### config.mk
export PLATFORM = sky130hd
export DESIGN_NAME = mem_bus_router
export DESIGN_NICKNAME = d
export VERILOG_FILES = /design/src/rtl/mem_bus_router.sv
export SDC_FILE = /design/constraint.sdc
export NUM_CORES = 1
export LEC_CHECK = 0
export CORE_ASPECT_RATIO = 2
export CORE_MARGIN = 2
export CORE_UTILIZATION = 30
export CTS_CLUSTER_DIAMETER = 150
export DETAILED_ROUTE_END_ITERATION = 7
export PLACE_DENSITY = 0.68
export SLEW_MARGIN = 30
export SYNTH_ARGS = -nofsm -noshare
export SYNTH_HDL_FRONTEND = slang
export SYNTH_SLANG_ARGS = --single-unit
### constraint.sdc
create_clock -name clk -period 2.55 [get_ports clk]
set_input_delay 0.3825 -clock clk [delete_from_list [all_inputs] [get_ports clk]]
set_output_delay 0.3825 -clock clk [all_outputs]
set_load 0.02 [all_outputs]
### src/rtl/mem_bus_router.sv
// Address-window router between the picorv32 native memory port and N slaves.
// Unmapped or unanswered accesses complete with ERR_RDATA and raise a sticky error.

module mem_bus_router_match #(
  parameter logic [31:0] BASE = 32'h0,
  parameter logic [31:0] MASK = 32'h0
) (
  input  logic [31:0] i_addr,
  output logic        o_hit
);
  assign o_hit = ((i_addr & MASK) == BASE);
endmodule

module mem_bus_router #(
  parameter int              N         = 3,
  parameter logic [N*32-1:0] BASE      = {N{32'h0}},
  parameter logic [N*32-1:0] MASK      = {N{32'h0}},
  parameter int              TIMEOUT   = 1024,
  parameter logic [31:0]     ERR_RDATA = 32'hDEADBEEF
) (
  input  logic            clk,
  input  logic            nrst,
  input  logic            cpu_mem_valid,
  input  logic [31:0]     cpu_mem_addr,
  input  logic [3:0]      cpu_mem_wstrb,
  output logic            cpu_mem_ready,
  output logic [31:0]     cpu_mem_rdata,
  output logic [N-1:0]    dev_mem_valid,
  input  logic [N-1:0]    dev_mem_ready,
  input  logic [32*N-1:0] dev_mem_rdata,
  input  logic            err_clear,
  output logic            bus_err,
  output logic [31:0]     bus_err_addr,
  output logic            bus_err_timeout
);
  localparam int SW = (N > 1) ? $clog2(N) : 1;
  localparam int CW = $clog2(TIMEOUT) + 1;
  localparam logic [CW-1:0] CNT_LAST = CW'(TIMEOUT - 1);

  typedef enum logic [1:0] {S_IDLE, S_WAIT, S_ERR, S_RESP} state_t;

  state_t          r_state;
  logic [SW-1:0]   r_sel;
  logic [CW-1:0]   r_cnt;
  logic [N-1:0]    r_dev_vld;
  logic            r_ready;
  logic [31:0]     r_rdata;
  logic            r_err;
  logic [31:0]     r_err_addr;
  logic            r_err_to;
  logic            r_cause_to;

  logic [N-1:0]        w_hit;
  logic [N-1:0]        w_first;
  logic [SW-1:0]       w_idx;
  logic                w_any;
  logic                w_dev_rdy;
  logic [N-1:0][31:0]  w_rdata;
  logic                w_unused;

  // Write data and strobes travel to the slaves outside this block.
  assign w_unused = ^cpu_mem_wstrb;
  assign w_rdata  = dev_mem_rdata;

  for (genvar g = 0; g < N; g++) begin : g_match
    mem_bus_router_match #(
      .BASE(BASE[g*32 +: 32]),
      .MASK(MASK[g*32 +: 32])
    ) u_match (
      .i_addr(cpu_mem_addr),
      .o_hit (w_hit[g])
    );
  end

  // Lowest matching index wins; w_first isolates that bit.
  assign w_first = w_hit & (~w_hit + N'(1));
  assign w_any   = |w_hit;

  always_comb begin
    w_idx = '0;
    for (int i = N - 1; i >= 0; i--)
      if (w_hit[i]) w_idx = SW'(i);
  end

  assign w_dev_rdy = |(dev_mem_ready & r_dev_vld);

  always_ff @(posedge clk or negedge nrst) begin
    if (!nrst) begin
      r_state    <= S_IDLE;
      r_sel      <= '0;
      r_cnt      <= '0;
      r_dev_vld  <= '0;
      r_ready    <= 1'b0;
      r_rdata    <= '0;
      r_err      <= 1'b0;
      r_err_addr <= '0;
      r_err_to   <= 1'b0;
      r_cause_to <= 1'b0;
    end else begin
      r_ready <= 1'b0;
      // A new error in the ERR branch below overrides this clear.
      if (err_clear) r_err <= 1'b0;
      case (r_state)
        S_IDLE: begin
          if (cpu_mem_valid) begin
            if (w_any) begin
              r_sel     <= w_idx;
              r_cnt     <= '0;
              r_dev_vld <= w_first;
              r_state   <= S_WAIT;
            end else begin
              r_cause_to <= 1'b0;
              r_state    <= S_ERR;
            end
          end
        end
        S_WAIT: begin
          if (r_cnt != '1) r_cnt <= r_cnt + 1'b1;
          if (w_dev_rdy) begin
            r_rdata   <= w_rdata[r_sel];
            r_dev_vld <= '0;
            r_ready   <= 1'b1;
            r_state   <= S_RESP;
          end else if (r_cnt == CNT_LAST) begin
            r_dev_vld  <= '0;
            r_cause_to <= 1'b1;
            r_state    <= S_ERR;
          end
        end
        S_ERR: begin
          r_rdata    <= ERR_RDATA;
          r_err      <= 1'b1;
          r_err_addr <= cpu_mem_addr;
          r_err_to   <= r_cause_to;
          r_ready    <= 1'b1;
          r_state    <= S_RESP;
        end
        S_RESP:  r_state <= S_IDLE;
        default: r_state <= S_IDLE;
      endcase
    end
  end

  assign cpu_mem_ready   = r_ready;
  assign cpu_mem_rdata   = r_rdata;
  assign dev_mem_valid   = r_dev_vld;
  assign bus_err         = r_err;
  assign bus_err_addr    = r_err_addr;
  assign bus_err_timeout = r_err_to;

endmodule

; Word-level counts from Yosys, hierarchy flattened
; Index checks and enable logic that the tools add are counted.
[word_totals]
register_bits = 84
latch_bits = 0
ramBits = 0
romBits = 0
input_bits = 139
out_inout_bits = 70
word_cells = 48
n_memories = 0
[op_classes]
addsub = 1
n_mul = 0
div = 0
n_lt_le_gt_ge = 0
eq_ne = 9
n_shift = 0
n_mux = 17
bitwise = 2
n_reduce_logical = 10
[ops]
columns = operator, count
row1 = 32-bit case mux with 2 select lines, 1
row2 = 32-bit 2-to-1 mux, 1
row3 = 11-bit 2-to-1 mux, 2
row4 = 11-bit case mux with 2 select lines, 1
row5 = "11-bit by 1-bit adder with 11-bit output, second input constant", 1
row6 = "11-bit by 10-bit equality test with 1-bit output, second input constant", 1
row7 = "11-bit inequality test, second input constant", 1
row8 = 3-bit 2-to-1 mux, 3
row9 = 3-bit AND reduction, 3
row10 = 2-bit case mux with 4 select lines, 1
row11 = 2-bit 2-to-1 mux, 3
row12 = "2-bit inequality test, second input constant", 3
row13 = 3-bit case mux with 2 select lines, 1
row14 = 2-bit nonzero test, 3
row15 = "2-bit equality test, second input constant", 2
row16 = 2-bit AND reduction, 2
row17 = 3-bit bitwise AND, 1
row18 = 1-bit 2-to-1 mux, 3
row19 = "3-bit inequality test, second input constant", 1
row20 = 3-bit OR reduction, 1
row21 = "2-bit by 1-bit equality test with 1-bit output, second input constant", 1
row22 = 2-bit zero test, 1
row23 = 1-bit case mux with 2 select lines, 1
row24 = 1-bit inverter, 1

; Logic depth before layout (Yosys ltp)
[depth]
ltp_word = 4
depth_mapped = 8
ltp_nobuf = 6

; Hierarchy
; Synthesis repeated with hierarchy kept, for this count alone.
[unflattened]
hier_cells = 406
area_unflattened_um2 = 4270.3
[modules_own_cells]
columns = module, instances, cells_each, area_per_inst_um2, seq_area_each_um2
row1 = mem_bus_router, 1, 400, 4236.6, 2152.1
row2 = mem_bus_router_match, 3, 2, 11.3, 0.0

; Worst setup path after synthesis
; OpenSTA, ideal clock, no wires.
[synth_timing]
kind = register to register
from = register r_state[1]
to = register r_cnt[9]
setup_time_ns = 0.077
arrival_ns = 1.886
t_required_ns = 2.473
slack_ns = 0.586
path_stages_with_launch = 9
path_buffers = 2
period_less_slack_ns = 1.964
cell_sequence = dfrtp_1 > inv_1 > ha_1 > buf_4 > mux2i_1 > buf_6 > or4_1 > or3_1 > a21oi_1
[synth_between]
elab_chain_len = 3
elab_cells_between_ends = 7
cone_classes = eq/ne (3) / mux (1) / reduce/logical (3)
[synth_lines]
columns = item, line_no
row1 = start: declaration, 42  ; state_t r_state;
row2 = start signal: assignment, 89  ; r_state <= S_IDLE;
row3 = start signal: assignment, 110  ; r_state <= S_WAIT;
row4 = start signal: assignment, 113  ; r_state <= S_ERR;
row5 = 2-bit by 1-bit equality test with 1-bit output or 2-bit zero test (tied branches), 103  ; case (r_state)
row6 = 2-bit inequality test (no line) or 2-bit nonzero test (tied branches), -
row7 = 3-bit AND reduction (no line), -
row8 = end signal: assignment, 118  ; if (r_cnt != '1) r_cnt <= r_cnt + 1'b1;
row9 = end: declaration, 44  ; logic [CW-1:0] r_cnt;
; Several ways; a longest one is shown, not always the timed one.
; A chain may end at the register's enable or synchronous reset.

; Worst setup path in the final report
[layout_timing]
from = register r_state[0]
to = register r_cnt[6]
; Same word-level chain as after synthesis.

==> flow_summary.yaml <==
status:
  status: "finished clean"
layout:
  n_antenna_cell: 0
  layout_commonest_cell: "clkdlybuf4s50_1"
  area_growth_pct: 54.3
  register_area_mm2: 0.00205
  multi_input_area_mm2: 0.00117
  fin_cells: 532
  mostFrequentLayoutCells: "clkdlybuf4s50_1 (135), dfrtp_1 (82), mux2_2 (37)"
  drive_above_1_share_pct: 15.6
  n_fill_cell: 1009
  fin_nets: 531
  fin_util_pct: 47.3
route:
  drt_iter0_drc: 197
  routedWlPerCell_um: 16.5
  vias_per_cell: 4.80
  drc_errors: 0
  antenna_left: 0
  wl_um: 8780
  drtPass1Iterations: 6
  vias: 2555
synthesis:
  yosys_most_used_dff: "dfrtp_1"
  synth.yosys.warnings: 0
  ys_top_cells_by_area: "dfrtp_1 (62%), mux2_2 (13%), o22a_1 (6.3%)"
  ys_seq_elements: 82
  syn_area_mm2: 0.00331
  netlist.top_cell.by_area: "dfrtp_1"
  synth_seq_area_share_pct: 61.9
  ys_types: 35
  async_reset_ff_share_pct: 100
  syn_inst: 247
  synth_edf_count: 0
  synth_area_per_cell_um2: 13.4
  synth_top_area_share_pct: 61.9
timing:
  setup_violations: 0
  slew_viol_final: 0
  hold_viol: 0
  timing.final.crit_share_pct: 84.9
  rsz0062_at_grt: "no"
  fin_worst_skew_ns: 0.00713
  worst_slew_pin_slew_ns: 0.854
  relSlewSlack_pct: 43.1
  fin_setup_tns_ns: 0
  fmax_mhz: 462
  fin_crit_ns: 2.16
place:
  gp_congestion: 0.789
  dp_cells: 516
  hpwlAfterDp_um: 6470
  io_buffers: 136
clocking:
  cts_tree: "done"
  clk_root_buffer_cell: "clkbuf_16"
  cts_htree_levels: 3
  cts.sinks: 82
  path_clk_slew_ns: 0.06
  clkLatencyLatePin_ns: 0.33
  ctsResizeCount: 0
  ctsLongestPathBuffers: 2
  post_cts_buffers: 0
  hold_buffers: 0
  numCtsBuffers: 9
power:
  power.share.clock_pct: 17.7
  switching_share_pct: 36.6
  fin_total_pwr_mw: 6.52
  p_int_mw: 4.13
  p_comb_share_pct: 49.4
  p_switching_mw: 2.38
  p_leak_nw: 2.06
  power.density_mw_per_mm2: 1270
  power_frac_seq_pct: 32.9
  ir_worst_vdd_uv: 664
global_routing:
  antenna_found_initial: 0
  grt_overflow_total: 0
  grt_max_degree: 45
  grt_usage_pct: 15.2
  grt_pass1_vias: 2712
  grt_pass1_wl_um: 13900
die:
  start_util_pct: 30.6
  die-area_mm2: 0.0120
  die_h_um: 153
  io_pins: 209
  die_x_um: 78.3
  std_cell_rows: 54
  core-area_mm2: 0.0108
worst_setup_path:
  critical_path.max_fanout: 8
  crit_type: "flop to flop"
  r2r_slack_ns: 0.39
  crit_chain: "inv_1, ha_1, mux2i_1, nor2_1, or4_1, o21ai_1"
  start_kind: "flop"
  slowest_delay_ns: 0.60
  r2r_cells: 6
  slowest_stage: "mux2i_1"
  required_ns: 2.80
  endpoint_kind: "flop"
  crit_arrival_ns: 2.41
job:
  drv_cap: 0
hold_path:
  hp-class: "primary input to asynchronous set/reset pin"
==> state kept, by name (all words and copies together), names as in the netlist <==
name / flops
bus_err_addr: 32
cpu_mem_rdata: 32
r_cnt: 11
r_state: 2
bus_err: 1
bus_err_timeout: 1
cpu_mem_ready: 1
dev_mem_valid: 1
r_cause_to: 1
==> Yosys cell counts, types with 2 or more instances <==
master / n
ha_1: 5
and3_1: 2
nor4_1: 2
clkbuf_1: 11
mux2_2: 37
dfrtp_1: 82
nor2_1: 6
or4_1: 3
inv_1: 5
nand2b_1: 3
nor3_1: 2
a22o_1: 10
o21ai_1: 3
nand3_1: 7
a211o_1: 2
buf_4: 3
o21ai_0: 8
a21oi_1: 3
or2_1: 2
or3_1: 4
nand2_1: 8
nor4b_1: 2
o22a_1: 24
a21o_1: 2
==> power by group through the flow <==
stage	logic [mW]	clock network (mW)	registers [mW]
global placement	3.19	0	2.13
global route	3.42	1.25	2.22
floorplan	1.13	0	2.77
detailed placement	3.25	0	2.16
finish	3.22	1.16	2.14
CTS	3.27	1.20	2.15
==> layout make-up <==
type	instances	share of cell area, %
clock inverters	4	0.563
inverters	5	0.367
repair buffers	144	28.0
multi-input cells	145	22.9
well taps	140	3.43
clock buffers	12	4.63
flip-flops and latches	82	40.1
==> layer usage <==
metal  track usage, %  part of all wire, %  vias to the layer above
met3             3.14                  3.3                       11
met5                0                    0                        -
met2             28.9                   59                       65
met1             15.3                   36                     1293
met4             6.60                  2.1                        0
li1                 -                    -                     1186
==> kinds of logic (layout without fill, tap and decap cells) <==
family / after synthesis / in the layout / share of synthesized area, %
flip-flops: 82 / 82 / 61.9
AO/OA/AOI/OAI: 56 / 56 / 13.0
AND/OR/NAND/NOR: 44 / 44 / 7.29
multiplexers: 38 / 38 / 12.9
buffers and inverters: 21 / 165 / 2.95
adder cells (fa/ha/maj): 5 / 5 / 1.89
other: 1 / 2 / 0.113
==> path summary, 6_finish.rpt <==
path | end | startpoint
min in group clk | r_cause_to | r_cause_to
worst max-delay path | r_cnt[6] | r_state[0]
max in group asynchronous | bus_err | nrst
worst max register to register | r_cnt[6] | r_state[0]
worst min-delay path | r_cnt[10] | nrst
worst min register to register | r_cause_to | r_cause_to
==> worst max-delay path, delay by kind of cell, from the launching register on <==
family                   cells  cell delay [ns]
flip-flops                   1             0.40
buffers and inverters        1             0.11
AO/OA/AOI/OAI                1             0.10
multiplexers                 1             0.60
adder cells (fa/ha/maj)      1             0.22
AND/OR/NAND/NOR              2             0.65
==> metrics by stage <==
step	hold slack [ns]	setup WS (ns)	area, um2
detailed placement	0.437	0.286	4850
CTS	0.0798	0.396	5110
global route	0.114	0.299	5110
finish	0.0717	0.386	5110
global placement	0.425	0.315	4850
floorplan	0.0869	0.586	3320
(Power assumes the default switching activity.)
